## src/rtl/instr_fetch_unit_pkg.sv

```systemverilog
// Shared fetch-stage definitions: state encoding, opcode field position, default widths.
// Also used by the control unit and the datapath.
package instr_fetch_unit_pkg;

  localparam int DEFAULT_ADDR_W  = 16;
  localparam int DEFAULT_INSTR_W = 16;

  localparam int OPC_W   = 4;
  localparam int OPC_MSB = DEFAULT_INSTR_W - 1;

  typedef enum logic [1:0] {
    EMPTY = 2'd0,
    BUSY  = 2'd1,
    FULL  = 2'd2,
    DRAIN = 2'd3
  } fetch_state_e;

endpackage

```

## src/rtl/instr_fetch_unit.sv

```systemverilog
// Instruction fetch with a one-word prefetch buffer; a buffer hit loads ir at the same edge, a miss stalls for the memory latency.
// The memory request stays stable until mem_ack; a redirect during an outstanding request waits in DRAIN for the stale ack.
module instr_fetch_unit
  import instr_fetch_unit_pkg::*;
#(
  parameter int ADDR_W  = DEFAULT_ADDR_W,
  parameter int INSTR_W = DEFAULT_INSTR_W
) (
  input  logic               CLK,
  input  logic               Reset,
  input  logic               IRWrite,
  input  logic               PCWrite,
  input  logic [ADDR_W-1:0]  pc_in,
  output logic               mem_req,
  output logic [ADDR_W-1:0]  mem_addr,
  input  logic               mem_ack,
  input  logic [INSTR_W-1:0] mem_rdata,
  output logic [INSTR_W-1:0] ir,
  output logic [OPC_W-1:0]   Opcode,
  output logic [ADDR_W-1:0]  fetch_pc,
  output logic               stall
);

  fetch_state_e       state;
  fetch_state_e       state_nxt;
  logic [ADDR_W-1:0]  pf_addr;
  logic [ADDR_W-1:0]  pf_addr_nxt;
  logic [ADDR_W-1:0]  pf_addr_inc;
  logic [INSTR_W-1:0] pf_buf;
  logic               ack_live;
  logic               word_avail;
  logic               consume;
  logic               redirect;
  logic               outstanding;

  assign pf_addr_inc = pf_addr + ADDR_W'(1);
  assign Opcode      = ir[INSTR_W-1 -: OPC_W];
  assign outstanding = (state == BUSY) || (state == DRAIN);

  always_comb begin
    ack_live    = mem_ack && (state == BUSY);
    word_avail  = (state == FULL) || ack_live;
    stall       = IRWrite && !word_avail;
    consume     = IRWrite && word_avail;
    pf_addr_nxt = consume ? pf_addr_inc : pf_addr;

    state_nxt = state;
    case (state)
      EMPTY:   state_nxt = BUSY;
      BUSY:    if (mem_ack) state_nxt = IRWrite ? EMPTY : FULL;
      FULL:    if (IRWrite) state_nxt = EMPTY;
      DRAIN:   if (mem_ack) state_nxt = EMPTY;
      default: state_nxt = EMPTY;
    endcase

    // A PCWrite matching the sequential successor is the normal Fetch PC+1, not a branch.
    redirect = PCWrite && !stall && (pc_in != pf_addr_nxt);
    if (redirect) begin
      pf_addr_nxt = pc_in;
      state_nxt   = (outstanding && !mem_ack) ? DRAIN : EMPTY;
    end
  end

  always_ff @(posedge CLK) begin
    if (Reset) begin
      state    <= EMPTY;
      pf_addr  <= '0;
      pf_buf   <= '0;
      ir       <= '0;
      fetch_pc <= '0;
      mem_req  <= 1'b0;
      mem_addr <= '0;
    end else begin
      state   <= state_nxt;
      pf_addr <= pf_addr_nxt;

      if (ack_live && !IRWrite) begin
        pf_buf <= mem_rdata;
      end

      if (consume) begin
        ir       <= (state == FULL) ? pf_buf : mem_rdata;
        fetch_pc <= pf_addr;
      end

      if ((state == EMPTY) && (state_nxt == BUSY)) begin
        mem_req  <= 1'b1;
        mem_addr <= pf_addr;
      end else if (outstanding && mem_ack) begin
        mem_req <= 1'b0;
      end
    end
  end

endmodule

```

## config.mk

```make
export PLATFORM = sky130hd
export DESIGN_NAME = instr_fetch_unit
export DESIGN_NICKNAME = d
export VERILOG_FILES = /design/src/rtl/instr_fetch_unit_pkg.sv /design/src/rtl/instr_fetch_unit.sv
export SDC_FILE = /design/constraint.sdc
export NUM_CORES = 1
export LEC_CHECK = 0
export CAP_MARGIN = 20
export CORE_UTILIZATION = 43
export DETAILED_ROUTE_END_ITERATION = 16
export PLACE_DENSITY = 0.68
export SYNTH_ARGS = -nofsm -noshare
export SYNTH_HDL_FRONTEND = slang
export SYNTH_SLANG_ARGS = --single-unit
export TNS_END_PERCENT = 10
```

## constraint.sdc

```tcl
create_clock -name CLK -period 2.9 [get_ports CLK]
set_input_delay 0.29 -clock CLK [delete_from_list [all_inputs] [get_ports CLK]]
set_output_delay 0.29 -clock CLK [all_outputs]
set_load 0.01 [all_outputs]
```

==> flow_metrics.tcl, run 1 <==
set metrics [dict create \
    timing.clock.skew_ns 0.0165 \
    die_height_um 99.9 \
    layout_cell_share_with_drive_strength_beyond_1_pct 20.7 \
    fin_cells 768 \
    setup.worst_path.start_class "input pin" \
    clock_period_minus_worst_slack_ns 3.10 \
    floorplan.initialDensity_pct 44.4 \
    clock_latency_ns 0.36 \
    area.growth.synth_to_final_pct 44.3 \
    cts-htree-levels 3 \
    first_global_vias 3858 \
    min_path_cells 2 \
    critPathLaunch "IRWrite" \
    finalSetupTns_ns -3.60 \
    ff2ff_setup_slack_ns -0.18 \
    max_freq_ghz 0.323 \
    grt_antenna_before_repair 0 \
    critical-path-slowest-cell "sky130_fd_sc_hd__clkdlybuf4s50_1" \
    wl_per_cell_um 14.7 \
    register_bit_count_reported_by_yosys 83 \
    status "complete, but fails checks" \
    netlist_top_cells_area "sky130_fd_sc_hd__dfxtp_1 40%, sky130_fd_sc_hd__nand2_1 9.6%, sky130_fd_sc_hd__mux2i_1 9.2%" \
    numPlacedInstances 742 \
    timing.rr.end "mem_addr[10]" \
    hold-path-endpoint "fetch_pc[9]" \
    synth_warnings 0 \
    design.final.nets 672 \
    drv.max_cap_violation_count 0 \
    slew_viol_final 0 \
    violations "negative setup slack" \
    yosys.area.top_type "sky130_fd_sc_hd__dfxtp_1" \
    setup_viol 30 \
    worstPathCellList "clkdlybuf4s50_1 > nand2_1 > a21o_4 > or3b_4 > a311o_1 > or4_4 > o21bai_4 > nor3b_4 > buf_6 > clkbuf_16 > mux2i_1" \
    holdWs_ns 0.456 \
    worst_slew_pin_slew_ns 0.805 \
    layout_worst_path_cycle_share_pct 107 \
    placement.setup.worst_slack_ns -0.615 \
    timing.reg2reg.worst_path_depth 11 \
    synth.yosys.seq_area_share_pct 40.3 \
    syn_area_um2 4120 \
    io_buffers 90 \
    antenna_diode_instance_count 0 \
    hp-class "reg -> reg" \
    final_antenna_net_count 0 \
    grt_first_pass_wirelength_um 18300 \
    post_synthesis_mean_instance_area_um2 8.26 \
    detailedRoute.firstIterationViolations 85 \
    overall_via_count_from_detail_route 3986 \
    postSynth.topFlopCell "sky130_fd_sc_hd__dfxtp_1" \
    vdd_ir_drop_max_mv 0.217 \
    grt_setup_unrepaired "yes" \
    worst_path_fanout_max 5 \
    critical_path_required_ns 3.19 \
    clock_tree_from_tritoncts "yes" \
    tritoncts_num_sinks 83 \
    arrival_ns 3.38 \
    globalRouteOverflowTotal 0 \
    cts_buffers 9 \
    drt-pass1-iter-count 4 \
    critical-path-max-stage-delay_ns 0.57 \
    powerDensity_nw_per_um2 438 \
    reg2reg_from "pf_addr[0]" \
    die-width_um 99.9 \
    track_usage_pct 23.2 \
    hold_start "fetch_pc[9]" \
    synth_enable_flop_cells 0 \
    synth_cell_types 55 \
    die_area_um2 9980 \
    rows 35 \
    root_buffer "sky130_fd_sc_hd__clkbuf_8" \
    dp.final_hpwl_um 8060 \
    leakage_power_total_nw 2.28 \
    area_share_of_the_largest_cell_type_after_synthesis_pct 40.3 \
    grt_max_degree 66 \
    synthArstFlopShare_pct 0 \
    post_drt_via_cell_ratio 5.19 \
    critPathKind "in -> reg" \
    core-area_um2 9280 \
    post-route-drc-count 0 \
    top_level_port_count 91 \
    cts.hold.buffers_added 0 \
    finalWorstSetupSlack_ns -0.197 \
    crit_path_capture_type "flop" \
    slew-limit-headroom_pct 46.0 \
    gp_routability_congestion 0.889 \
    routed_wl_um 11300 \
    synthesis.instances 499 \
    syn_nets 537 \
    report.final.hold_viol_count 0 \
    ctsLongestPathBuffers 2 \
    register_clock_pin_slew_on_the_reported_worst_setup_and_hold_paths_ns 0.09 \
]
-- synthesized netlist by cell type (4+ instances only) --
library cell / n
sky130_fd_sc_hd__a211oi_1: 34
sky130_fd_sc_hd__a21oi_1: 42
sky130_fd_sc_hd__and3_1: 4
sky130_fd_sc_hd__buf_2: 10
sky130_fd_sc_hd__buf_4: 4
sky130_fd_sc_hd__clkbuf_1: 27
sky130_fd_sc_hd__dfxtp_1: 83
sky130_fd_sc_hd__inv_1: 7
sky130_fd_sc_hd__mux2i_1: 38
sky130_fd_sc_hd__nand2_1: 105
sky130_fd_sc_hd__nand3_1: 8
sky130_fd_sc_hd__nand4_1: 5
sky130_fd_sc_hd__nor2_1: 41
sky130_fd_sc_hd__nor3_1: 5
sky130_fd_sc_hd__nor3b_1: 4
sky130_fd_sc_hd__xnor2_1: 14
sky130_fd_sc_hd__xor2_1: 11
-- per-stage QoR --
step	cell area, µm²	utilization, %	power [mW]
after global placement	5570	59.9	1.80
after detailed placement	5570	59.9	1.81
after global routing	5950	64.0	2.74
after CTS	5850	63.0	2.60
after floorplan	4200	-	1.56
final	5950	64.0	2.61
-- worst max-delay path: cells and delay by family --
family	cells	cell delay [ns]
simple gates	4	1.32
mux	1	0.17
compound gates	3	0.73
buf+inv	3	0.86
-- power by group --
part	switching, mW	leakage (nW)	total (mW)	internal (mW)
Combinational	0.275	1.51	0.603	0.328
Clock	0.443	0.0902	0.758	0.316
Sequential	0.0458	0.680	1.25	1.20
Total	0.764	2.28	2.61	1.84
-- sequential cells by signal, indices dropped and copies added (netlist names) --
signal	cells
state	2
mem_addr	16
ir	16
mem_req	1
pf_addr	16
pf_buf	16
fetch_pc	16
-- repair_timing --
action / CTS / global route
setup endpoints to repair: 30 / 30
cloned: 1 / 2
setup buffers: 6 / 1
pin swaps: 5 / 9
resized for setup: 9 / 15
-- kinds of logic after synthesis --
kind of cell	share of synthesized area (%)
buffers and inverters	6.16
and+or+nand+nor	21.4
adders and majority gates	0.304
xor gates and xnor gates	5.86
muxes	9.23
DFF	40.3
AOI/OAI and AO/OA	16.7
-- worst max path at each step --
stage,slack [ns],endpoint
floorplan,-0.02,mem_addr[8]
global placement,-0.53,mem_addr[2]
detailed placement,-0.62,mem_addr[1]
CTS,-0.15,mem_addr[15]
global route,-0.33,mem_addr[2]
finish,-0.20,mem_addr[10]
-- placed cells by master (no fill, tap or decap), drive strengths merged, types with 2 or more instances in the layout --
| master | synthesis | routed |
|---|---|---|
| a211oi | 34 | 34 |
| a21boi | 2 | 2 |
| a21o | 2 | 2 |
| a21oi | 42 | 42 |
| a31oi | 2 | 2 |
| and2 | 2 | 2 |
| and3 | 4 | 4 |
| buf | 18 | 79 |
| clkbuf | 28 | 11 |
| clkdlybuf4s50 | 0 | 89 |
| clkinv | 1 | 4 |
| dfxtp | 83 | 83 |
| inv | 7 | 10 |
| mux2i | 38 | 38 |
| nand2 | 105 | 105 |
| nand2b | 3 | 3 |
| nand3 | 8 | 8 |
| nand3b | 3 | 3 |
| nand4 | 5 | 5 |
| nor2 | 41 | 41 |
| nor3 | 5 | 5 |
| nor3b | 5 | 5 |
| nor4 | 2 | 2 |
| nor4b | 2 | 2 |
| o2111ai | 2 | 2 |
| o21a | 2 | 2 |
| o21ai | 5 | 5 |
| o22ai | 2 | 2 |
| or2 | 3 | 3 |
| or4 | 3 | 3 |
| xnor2 | 14 | 14 |
| xor2 | 11 | 11 |
-- per-layer routing --
metal  share of wire (%)  global-route usage, %
met5                   0                      0
met4                 3.0                   11.0
met3                 4.2                   4.53
met2                  48                   40.1
met1                  45                   27.8
-- final cells by class --
cell class / count / area (µm²)
repair buffers: 170 / 1580
clock inverters: 7 / 48.8
clock buffers: 9 / 124
flip-flops and latches: 83 / 1680
inverters: 8 / 30.0
multi-input cells: 362 / 2320
well taps: 129 / 161
fillers: 832 / 3340
No activity file was read; power rests on OpenSTA's default activity.
==> run 2, diff against run 1 <==
CORE_UTILIZATION = 35   (was 43)
PLACE_DENSITY = 0.57   (was 0.68)
==> run 2 against run 1 <==
Against the previous run: the run still ends with negative setup slack left; clock power up 39%; final cell count up 1.6%; combinational power down 3.6%; total power up 10%; critical path type is now reg -> reg; hold slack worse by 0.0038 ns; largest cell class unchanged; critical path depth up 1; critical endpoint is now mem_addr[15]; clock-buffer cell count up 1; first-iteration DRC count up 81%; core utilization down 12 points; die area up 22%; flip-flop and latch count unchanged; setup slack worse by 0.079 ns.
==> flow_metrics.tcl, run 2 (synthesis gave the netlist of run 1 again) <==
set metrics [dict create \
    vdd_ir_drop_max_mv 0.407 \
    status "complete, but fails checks" \
    cts-htree-levels 3 \
    combinationalPowerShare_pct 20.2 \
    clock_latency_ns 0.34 \
    detailedRoute.firstIterationViolations 154 \
    p_sw_share_pct 27.2 \
    floorplan.initialDensity_pct 35.9 \
    grt_first_pass_wirelength_um 18800 \
    worst_path_fanout_max 4 \
    layout_worst_path_cycle_share_pct 110 \
    final_cell_mix "105 x sky130_fd_sc_hd__nand2_1, 87 x sky130_fd_sc_hd__clkdlybuf4s50_1, 77 x sky130_fd_sc_hd__dfxtp_1, 70 x sky130_fd_sc_hd__buf_4, 42 x sky130_fd_sc_hd__a21oi_1" \
    root_buffer "sky130_fd_sc_hd__clkbuf_16" \
    critPathLaunch "state[0]" \
    crit_path_capture_type "flop" \
    p_sw_mw 0.781 \
    final_antenna_net_count 0 \
    globalRouteOverflowTotal 0 \
    nFillCells 1115 \
    grt_antenna_before_repair 1 \
    io_buffers 90 \
    cts_buffers 9 \
    leakage_power_total_nw 2.29 \
    die_area_um2 12200 \
    powerDensity_nw_per_um2 481 \
    slew-limit-headroom_pct 45.9 \
    hold_start "pf_buf[12]" \
    post_drt_via_cell_ratio 5.00 \
    cts.hold.buffers_added 0 \
    arrival_ns 3.44 \
    layout_cell_share_with_drive_strength_beyond_1_pct 19.0 \
    drv.max_cap_violation_count 0 \
    placement.setup.worst_slack_ns -0.637 \
    gp_routability_congestion 0.851 \
    share_clk_of_total_power_pct 36.4 \
    register_clock_pin_slew_on_the_reported_worst_setup_and_hold_paths_ns 0.06 \
    slew_viol_final 0 \
    critical_path_required_ns 3.17 \
    grt_setup_unrepaired "yes" \
    drt-pass1-iter-count 4 \
    setup.worst_path.start_class "flop" \
    track_usage_pct 19.3 \
    timing.clock.skew_ns 0.00670 \
    die_height_um 111 \
    top_level_port_count 91 \
    grt_max_degree 66 \
    clock_period_minus_worst_slack_ns 3.18 \
    first_global_vias 3838 \
    worst_slew_pin_slew_ns 0.806 \
    layout.core_utilization_pct 52.1 \
    violations "negative setup slack" \
    area.growth.synth_to_final_pct 44.9 \
    finish.instance_area_um2 5970 \
    max_freq_ghz 0.315 \
    report.final.hold_viol_count 0 \
    ctsLongestPathBuffers 2 \
    setup_viol 30 \
    layout.cells.most_common "sky130_fd_sc_hd__nand2_1" \
    dp.final_hpwl_um 8330 \
    post-route-drc-count 0 \
    dpl_cell_area_um2 5550 \
    ff2ff_setup_slack_ns -0.28 \
    finalWorstSetupSlack_ns -0.276 \
    overall_via_count_from_detail_route 3897 \
    reg2reg_from "state[0]" \
    holdWs_ns 0.452 \
    tritoncts_num_sinks 83 \
    routed_wl_um 11600 \
    core-area_um2 11500 \
    power.internal_mw 2.09 \
    design.final.nets 669 \
    critPathKind "reg -> reg" \
    clock_tree_from_tritoncts "yes" \
    wl_per_cell_um 14.8 \
    hp-class "reg -> reg" \
    rows 39 \
    seqPwrFrac_pct 43.4 \
    die-width_um 111 \
]
## run 2: worst paths after layout
check	end	cells after the start
worst max-delay path	mem_addr[15]	12
worst min-delay path	pf_buf[12]	2
worst max register to register	mem_addr[15]	12
worst min register to register	pf_buf[12]	2
## run 2: timing repair
action,CTS,global route
setup endpoints to repair,30,30
cloned,2,1
pin swaps,6,2
buffers inserted,7,2
resized for setup,15,3
hold endpoints to repair,0,0
## run 2: cell type report
class                           instances  area, µm²  area share [%]
Sequential cell                        83       1670            28.0
Clock inverter                          6       42.5           0.712
Inverter                                8       30.0           0.503
Antenna cell                            1       2.50          0.0419
Clock buffer                           10        229            3.83
Multi-Input combinational cell        362       2300            38.5
Timing Repair Buffer                  167       1520            25.4
Tap cell                              143        179            3.00
## run 2: worst max-delay path: stages, from the launching register on
cell and delay, ns:
sky130_fd_sc_hd__dfxtp_2 0.36, sky130_fd_sc_hd__buf_6 0.11, sky130_fd_sc_hd__nand3b_4 0.10, sky130_fd_sc_hd__buf_6 0.14
sky130_fd_sc_hd__a21o_4 0.21, sky130_fd_sc_hd__or3b_4 0.38, sky130_fd_sc_hd__a311o_1 0.32, sky130_fd_sc_hd__or4_4 0.57
sky130_fd_sc_hd__o21bai_4 0.18, sky130_fd_sc_hd__nor3b_4 0.26, sky130_fd_sc_hd__buf_6 0.16, sky130_fd_sc_hd__buf_16 0.11
sky130_fd_sc_hd__mux2i_1 0.19
## run 2: metal layers
layer | part of all wire [%] | wire length, µm | global-route usage, %
met2 | 49 | 5690 | 33.1
met3 | 5.0 | 574 | 5.82
met1 | 44 | 5120 | 22.9
met4 | 1.6 | 187 | 6.58
met5 | 0 | 0 | 0
## run 2: stage by stage
stage | power (mW) | setup TNS, ns | std cells
2_1_floorplan | 1.56 | -0.172 | 499
3_3_place_gp | 1.81 | -14.76 | 752
3_5_place_dp | 1.81 | -17.31 | 752
4_1_cts | 2.92 | -5.28 | 777
5_1_grt | 3.01 | -10.03 | 780
6_report | 2.87 | -5.80 | 780
## run 2: power groups by stage
stage | clock network, mW | logic, mW | registers [mW]
after detailed placement | 0 | 0.544 | 1.27
after global routing | 1.13 | 0.630 | 1.25
after CTS | 1.09 | 0.589 | 1.25
after floorplan | 0 | 0.283 | 1.27
after global placement | 0 | 0.537 | 1.27
final | 1.05 | 0.581 | 1.25
==> run 3, diff against run 2 <==
REMOVE_ABC_BUFFERS = 1   (was default)
TNS_END_PERCENT = 100   (was 10)
==> run 3 against run 2 <==
Against the previous run: clock-buffer cell count rose by 3; final area grew 0.42%; clock skew down 0.0017 ns; global-route usage increased by 1.2 points; the run still ends with negative setup slack left; register-to-register slack better by 0.05 ns; critical path depth down 1; sequential share of layout area fell by 0.22 points; flip-flop and latch count unchanged.
==> flow_metrics.tcl, run 3 (synthesis gave the netlist of run 1 again) <==
set metrics [dict create \
    final_cell_mix "104 x sky130_fd_sc_hd__nand2_1, 87 x sky130_fd_sc_hd__clkdlybuf4s50_1, 80 x sky130_fd_sc_hd__dfxtp_1, 73 x sky130_fd_sc_hd__buf_4" \
    worst_path_fanout_max 5 \
    grt_first_pass_wirelength_um 19800 \
    cts-htree-levels 3 \
    cts.hold.buffers_added 0 \
    drv.max_cap_violation_count 0 \
    top_level_port_count 91 \
    drt-pass1-iter-count 4 \
    worstPathCellList "ha_2 > nand2_2 > a21o_4 > or3b_4 > a311o_1 > or4_4 > o21bai_4 > nor3b_4 > buf_6 > buf_12 > mux2i_2" \
    clock_period_minus_worst_slack_ns 3.13 \
    setup_viol 30 \
    dpl_cell_area_um2 5510 \
    area.growth.synth_to_final_pct 45.5 \
    io_buffers 90 \
    fin_cells 780 \
    hp-class "reg -> reg" \
    critPathKind "reg -> reg" \
    slew_viol_final 0 \
    core-area_um2 11500 \
    die_area_um2 12200 \
    overall_via_count_from_detail_route 3967 \
    critical_path_required_ns 3.17 \
    cp_num_buf_inv 2 \
    die-width_um 111 \
    grt_max_degree 66 \
    post-route-drc-count 0 \
    final_antenna_net_count 0 \
    routed_wl_um 12100 \
    numPlacedInstances 755 \
    critical-path-slowest-cell "sky130_fd_sc_hd__or4_4" \
    max_freq_ghz 0.319 \
    arrival_ns 3.40 \
    wl_per_cell_um 15.6 \
    status "complete, but fails checks" \
    worst_path_dominant_cell_family "simple AND/OR/NAND/NOR gates" \
    tritoncts_num_sinks 83 \
    globalRouteOverflowTotal 0 \
    floorplan.initialDensity_pct 35.9 \
    root_buffer "sky130_fd_sc_hd__clkbuf_16" \
    grt_antenna_before_repair 0 \
    register_clock_pin_slew_on_the_reported_worst_setup_and_hold_paths_ns 0.06 \
    clock_latency_ns 0.34 \
    finalSetupTns_ns -3.64 \
    clock_tree_from_tritoncts "yes" \
    critical-path-max-stage-delay_ns 0.55 \
    finalWorstSetupSlack_ns -0.230 \
    post_drt_via_cell_ratio 5.09 \
    layout.cells.most_common "sky130_fd_sc_hd__nand2_1" \
    design.final.nets 670 \
    crit_path_capture_type "flop" \
    rows 39 \
    vdd_ir_drop_max_mv 0.358 \
    timing.clock.skew_ns 0.00503 \
    gp_routability_congestion 0.900 \
    layout_worst_path_cycle_share_pct 108 \
    worst_slew_pin_slew_ns 0.839 \
    setup.worst_path.start_class "flop" \
    leakage_power_total_nw 2.30 \
    die_height_um 111 \
    track_usage_pct 20.5 \
    holdWs_ns 0.455 \
    powerDensity_nw_per_um2 504 \
    finish.instance_area_um2 6000 \
    layout_cell_share_with_drive_strength_beyond_1_pct 18.8 \
    ctsLongestPathBuffers 2 \
    violations "negative setup slack" \
    antenna_diode_instance_count 0 \
    first_global_vias 3955 \
    report.final.hold_viol_count 0 \
    grt_setup_unrepaired "yes" \
    slew-limit-headroom_pct 43.7 \
    cts_buffers 9 \
    detailedRoute.firstIterationViolations 174 \
    report.power.total_mw 3.02 \
    dp.final_hpwl_um 8650 \
]
[run 3: changes by cell type in the layout (fill, tap and decap cells not counted), moves of 2 or more]
cell,delta
sky130_fd_sc_hd__buf_4,+3
sky130_fd_sc_hd__clkbuf_8,+3
sky130_fd_sc_hd__dfxtp_1,+3
sky130_fd_sc_hd__clkinv_2,-2
sky130_fd_sc_hd__clkinv_4,-2
sky130_fd_sc_hd__dfxtp_2,-2
[run 3: path summary, 6_finish.rpt]
path | cells after the start | end | start | slack, ns
worst min-delay path | 2 | pf_buf[1] | pf_buf[1] | 0.45
worst min register to register | 2 | pf_buf[1] | pf_buf[1] | 0.45
worst max register to register | 11 | mem_addr[10] | pf_addr[1] | -0.23
worst max-delay path | 11 | mem_addr[10] | pf_addr[1] | -0.23
[run 3: final cells by class]
cell class / count / area [µm²]
Clock inverter: 3 / 45.0
Multi-Input combinational cell: 362 / 2290
Sequential cell: 83 / 1670
Timing Repair Buffer: 168 / 1520
Clock buffer: 13 / 270
Fill cell: 1077 / 5470
Tap cell: 143 / 179
Inverter: 8 / 30.0
[run 3: routing by layer]
metal	global-route usage, %	vias to the layer above	share of wire, %
met4	8.18	0	2.6
met3	6.26	21	5.2
met2	35.1	98	48
met1	23.8	1865	44
li1	-	1983	-
met5	0	-	0
[run 3: per-stage QoR]
step,util [%],setup WS (ns)
after floorplan,-,-4.20
after global placement,48.1,-0.521
after detailed placement,48.1,-0.596
after CTS,52.3,-0.153
after global routing,52.3,-0.371
final,52.3,-0.230
[run 3: worst min-delay path, cell delays in order (launching register included)]
cell	delay [ns]
sky130_fd_sc_hd__dfxtp_1	0.31
sky130_fd_sc_hd__nand2_1	0.05
sky130_fd_sc_hd__a21oi_1	0.05
[run 3: what timing repair did]
| action | in CTS | in global routing |
|---|---|---|
| cloned | 2 | 0 |
| setup endpoints to repair | 30 | 30 |
| setup buffers | 6 | 2 |
| pin swaps | 8 | 6 |
| resized for setup | 22 | 4 |
[run 3: power breakdown]
part / internal, mW / leakage, nW / switching, mW
Combinational: 0.308 / 1.48 / 0.284
Sequential: 1.20 / 0.677 / 0.0380
Clock: 0.738 / 0.148 / 0.455
